[src/rtl/interrupt_sequencer_pkg.sv]
// Shared constants, state encoding and vector address helper for the
// interrupt entry sequencer.
package interrupt_sequencer_pkg;

  localparam logic [15:0] IVT_BASE  = 16'hFF80;
  localparam logic [5:0]  IVT_RESET = 6'd63;
  localparam logic [5:0]  IDX_RESET = IVT_RESET;
  localparam logic [5:0]  NMI_MIN   = 6'd62;

  typedef enum logic [2:0] {
    ST_IDLE     = 3'd0,
    ST_RST_HOLD = 3'd1,
    ST_PUSH_PC  = 3'd2,
    ST_PUSH_SR  = 3'd3,
    ST_VEC_RD   = 3'd4,
    ST_VEC_LD   = 3'd5
  } state_t;

  function automatic logic [15:0] vec_addr(input logic [5:0] idx);
    return IVT_BASE + {9'd0, idx, 1'b0};
  endfunction

endpackage

[src/rtl/interrupt_sequencer.sv]
// CPU-side interrupt acceptance and MSP430-style entry sequence:
// push PC, push SR, clear SR, fetch vector, load PC. Also owns the reset vector fetch.
module interrupt_sequencer
  import interrupt_sequencer_pkg::*;
(
  input  logic        MCLK,
  input  logic        RSTn,
  input  logic        IntReq,
  input  logic [5:0]  IntAddr,
  input  logic        GIE,
  input  logic        InstrBoundary,
  input  logic [15:0] SPin,
  input  logic [15:0] PCin,
  input  logic [15:0] SRin,
  input  logic [15:0] MDBin,
  output logic [15:0] MAB,
  output logic [15:0] MDBout,
  output logic        MW,
  output logic        MR,
  output logic [15:0] SPout,
  output logic        SPload,
  output logic [15:0] PCout,
  output logic        PCload,
  output logic        SRclr,
  output logic        INTACK,
  output logic        Busy,
  output state_t      dbg_state_o
);

  state_t     state_q, state_d;
  logic [5:0] idx_q, idx_d;
  logic       rst_req;
  logic       accept;

  // A reset request wins over everything, in any state.
  assign rst_req = IntReq && (IntAddr == IDX_RESET);
  assign accept  = InstrBoundary && IntReq && (GIE || (IntAddr >= NMI_MIN))
                   && (IntAddr != IDX_RESET);

  always_comb begin
    state_d = state_q;
    idx_d   = idx_q;
    case (state_q)
      ST_IDLE: begin
        if (accept) begin
          state_d = ST_PUSH_PC;
          idx_d   = IntAddr;
        end
      end
      ST_RST_HOLD: state_d = ST_VEC_RD;
      ST_PUSH_PC:  state_d = ST_PUSH_SR;
      ST_PUSH_SR:  state_d = ST_VEC_RD;
      ST_VEC_RD:   state_d = ST_VEC_LD;
      ST_VEC_LD:   state_d = ST_IDLE;
      default:     state_d = ST_RST_HOLD;
    endcase
    if (rst_req) begin
      state_d = ST_RST_HOLD;
      idx_d   = IDX_RESET;
    end
  end

  always_ff @(posedge MCLK or negedge RSTn) begin
    if (!RSTn) begin
      state_q <= ST_RST_HOLD;
      idx_q   <= IDX_RESET;
    end else begin
      state_q <= state_d;
      idx_q   <= idx_d;
    end
  end

  // SP is always pre-decremented by 2; odd bit passes through untouched.
  assign SPout       = SPin - 16'd2;
  assign PCout       = MDBin;
  assign Busy        = (state_q != ST_IDLE);
  assign dbg_state_o = state_q;

  always_comb begin
    MAB    = '0;
    MDBout = '0;
    MW     = 1'b0;
    MR     = 1'b0;
    SPload = 1'b0;
    PCload = 1'b0;
    SRclr  = 1'b0;
    INTACK = 1'b0;
    case (state_q)
      ST_RST_HOLD: SRclr = 1'b1;
      ST_PUSH_PC: begin
        MAB    = SPin - 16'd2;
        MDBout = PCin;
        MW     = 1'b1;
        SPload = 1'b1;
      end
      ST_PUSH_SR: begin
        MAB    = SPin - 16'd2;
        MDBout = SRin;
        MW     = 1'b1;
        SPload = 1'b1;
      end
      ST_VEC_RD: begin
        MAB    = vec_addr(idx_q);
        MR     = 1'b1;
        SRclr  = 1'b1;
        INTACK = (idx_q != IDX_RESET);
      end
      ST_VEC_LD: PCload = 1'b1;
      default: ;
    endcase
    // Suppress strobes in the cycle a reset request arrives: no partial write.
    if (rst_req) begin
      MW     = 1'b0;
      MR     = 1'b0;
      SPload = 1'b0;
      PCload = 1'b0;
      INTACK = 1'b0;
    end
  end

endmodule

[config.mk]
export PLATFORM = sky130hd
export DESIGN_NAME = interrupt_sequencer
export DESIGN_NICKNAME = d
export VERILOG_FILES = /design/src/rtl/interrupt_sequencer_pkg.sv /design/src/rtl/interrupt_sequencer.sv
export SDC_FILE = /design/constraint.sdc
export NUM_CORES = 1
export LEC_CHECK = 0
export BUFFER_PORTS_ARGS = -buffer_cell sky130_fd_sc_hd__buf_2
export CAP_MARGIN = 10
export CORE_MARGIN = 2
export CORE_UTILIZATION = 34
export DETAILED_ROUTE_END_ITERATION = 6
export PLACE_DENSITY = 0.94
export SKIP_LAST_GASP = 1
export SLEW_MARGIN = 20
export SYNTH_ARGS = -nofsm -noshare
export SYNTH_HDL_FRONTEND = slang
export SYNTH_SLANG_ARGS = --single-unit
[constraint.sdc]
create_clock -name MCLK -period 2.1 [get_ports MCLK]
set_input_delay 0 -clock MCLK [delete_from_list [all_inputs] [get_ports MCLK]]
set_output_delay 0 -clock MCLK [all_outputs]
set_load 0.005 [all_outputs]
==> flow_summary_export.csv <==
group,metric,value,unit
run_status,outcome,"complete, no violations",
global_route,grt_first_pass_wirelength,5671,um
global_route,grt_usage,0.1663,
synthesis,synth.most_common_cell,"nor2_1",
sta,fin_ws,0.4255,ns
power_and_ir_drop,p_per_area,894.2,mW/mm2
sta,max_slew_margin,0.6354,
synthesis,synthTopCellsByArea,"dfstp_2 (14%), mux2i_1 (12%), buf_4 (11%)",
global_route,grt_pass1_vias,1287,
power_and_ir_drop,power_switching,0.6595,mW
cts,cts_sinks,9,
sta,tns,0,ns
final_layout,area_growth,43.02,%
synthesis,synth_top_area_cell,"dfstp_2",
cts,clkTransAtPathRegs,0.04,ns
synthesis,ys_async_sr_fraction,1.000,
synthesis,synth_common_cells,"nor2_1 (25), buf_4 (18), mux2i_1 (16), nand2_1 (16), clkbuf_1 (9)",
global_route,antenna_found_initial,0,
routing,vias,1541,
sta,rsz0062_at_grt,"no",
placed_design,place_ws,0.4498,ns
sta,finClkSkew,0.001206,ns
routing,routedWlPerCell,11.99,um
power_and_ir_drop,total_leakage_power,1.031,nW
final_layout,utilization,0.5048,
routing,ant_nets,0,
routing,viasPerCell,4.861,
die,die_area,0.004279,mm2
die,core.rowCount,22,
sta,worst_pin_slew,0.5469,ns
routing,drc_errors,0,
synthesis,synth_flop_cell,"dfstp_2",
die,die_h,65.42,um
die,io_pins,149,
cts,cts_setup_buffers,0,
sta,maxSlewViolCount,0,
critical_path,worst-path-buf-inv,1,
sta,finalCriticalPeriod,1.675,ns
sta,finalSetupViolations,0,
critical_path,crit_slowest_cell,"and2_1",
run,cap_violations,0,
cts,cts_buffers,3,
cts,h-tree-depth,1,
synthesis,synthCells,173,
placed_design,dpl.hpwl,3206,um
synthesis,synth_cell_types,40,
cts,clockRootBuffer,"clkbuf_8",
sta,finalCritPeriodShare,0.7974,
global_route,grt-ovfl-total,0,
cts,clock_path_buffers,2,
die,core,0.003633,mm2
critical_path,slowest_delay,0.49,ns
cts,cts_tree,"yes",
final_layout,drive_gt1_frac,0.4981,
synthesis,postSynthRegisterBits,9,
power_and_ir_drop,p_int,0.9807,mW
sta,final_hold_viol_count,0,
synthesis,netlist_area,0.001282,mm2
critical_path,path_cells,"nor2_1, and2_1, a22o_1, buf_2",
die,initial_core_util,0.3530,
power_and_ir_drop,p_sw_frac,0.4021,
synthesis,synth-edff-count,0,
synthesis,yosysSeqAreaShare,0.1824,
power_and_ir_drop,combPwrFrac,0.631,
synthesis,syn_avg_cell_area,7.413,um2
critical_path,crit_type,"flip-flop to output pin",
die,die_w,65.42,um
critical_path,crit_path_max_fanout,14,
cts,clock_latency,0.23,ns
critical_path,crit_required,2.10,ns
hold_path,hp-class,"primary input to output pin",
global_route,grt_max_degree,20,
placed_design,portBuffers,116,
synthesis,syn_nets,249,
synthesis,yosys_warnings,0,
routing,drt-total-wl,3801,um
power_and_ir_drop,peakVddDrop,594.3,uV
synthesis,synth_top_area_share,0.1434,
power_and_ir_drop,seqPwrFrac,0.246,
critical_path,arrival,1.67,ns
placed_design,gp_congestion,0.8227,
routing,drt_iter0_markers,45,
final_layout,antenna_cells,0,
critical_path,end_kind,"output pin",
routing,first_pass_iters,4,
critical_path,crit_family,"simple AND/OR/NAND/NOR gates",
power_and_ir_drop,clockPowerShare,0.123,
sta,fmax,597.2,MHz
critical_path,critPathLaunchType,"flip-flop",
sta,hold_ws,0.000001969,ns
final_layout,nets,346,
-- sequential cells by signal, indices dropped and copies added, names as in the netlist --
register     flops
dbg_state_o      3
idx_q            6
-- power groups by stage --
stage / Combinational, mW / Clock, mW / Sequential, mW
after floorplan: 0.693 / 0 / 0.345
after global placement: 1.03 / 0 / 0.398
after detailed placement: 1.05 / 0 / 0.405
after CTS: 1.05 / 0.208 / 0.402
after global routing: 1.16 / 0.214 / 0.421
final: 1.03 / 0.202 / 0.404
-- per-layer routing --
layer,wire [um],share of wire,global-route usage,up-vias
li1,-,-,-,783
met3,242,0.064,0.005137,6
met1,1587,0.42,0.2057,694
met4,47,0.012,0.06510,0
met5,0,0,0,-
met2,1923,0.51,0.3036,58
-- placed cells by master, fill, tap and decap left out, types with 2 or more instances in the layout --
| master | count |
|---|---|
| nor3_1 | 6 |
| inv_1 | 4 |
| o21ai_0 | 3 |
| nor4_1 | 5 |
| buf_4 | 5 |
| a22o_1 | 6 |
| nand3_1 | 3 |
| mux2i_1 | 16 |
| a21oi_1 | 3 |
| nand2_1 | 16 |
| o22a_1 | 5 |
| clkbuf_8 | 3 |
| dfrtp_1 | 2 |
| a21o_1 | 8 |
| nand2b_1 | 3 |
| nor2_1 | 25 |
| dfstp_2 | 7 |
| xnor2_1 | 6 |
| buf_2 | 116 |
| xor2_1 | 5 |
| and2_1 | 2 |
-- logic make-up (layout without fill, tap and decap cells) --
logic type               after synthesis  after routing  share of synthesized area
AND/OR/NAND/NOR                       71             71                     0.2712
buffers and inverters                 34            130                     0.1532
AO/OA/AOI/OAI                         30             30                     0.1746
multiplexers                          17             17                     0.1337
XOR/XNOR                              11             11                    0.07512
flip-flops                             9              9                     0.1824
adder cells (fa/ha/maj)                1              1                   0.009755
-- what timing repair did --
item,4_1_cts,5_1_grt
endpoints found under the hold margin,9,0
gates resized for setup,0,0
hold buffers,1,0
-- stage by stage --
step           cell area (um2)  total power [mW]  instances
2_1_floorplan             1282             1.038        173
3_3_place_gp              1779             1.428        312
3_5_place_dp              1779             1.452        312
4_1_cts                   1834             1.665        317
5_1_grt                   1834             1.796        317
6_report                  1834             1.640        317
-- final timing paths --
check                                    start             end  slack [ns]  cells past startpoint
worst max register to register  dbg_state_o[1]        idx_q[1]        0.45                      4
min in group asynchronous                 RSTn  dbg_state_o[2]        0.14                      2
max in group asynchronous                 RSTn  dbg_state_o[0]        1.72                      2
worst max-delay path            dbg_state_o[1]          MAB[4]        0.43                      4
worst min register to register        idx_q[2]        idx_q[2]        0.52                      1
worst min-delay path                 MDBin[15]       PCout[15]    0.000002                      0
-- layout make-up --
type,count,area (um2)
sequential,9,234.0
tap,48,60.06
timing repair buffer,122,628.1
multi-input combinational,130,852.1
inverter,4,15.01
fill,397,1799
clock buffer,4,45.04
(Power assumes the default switching activity.)
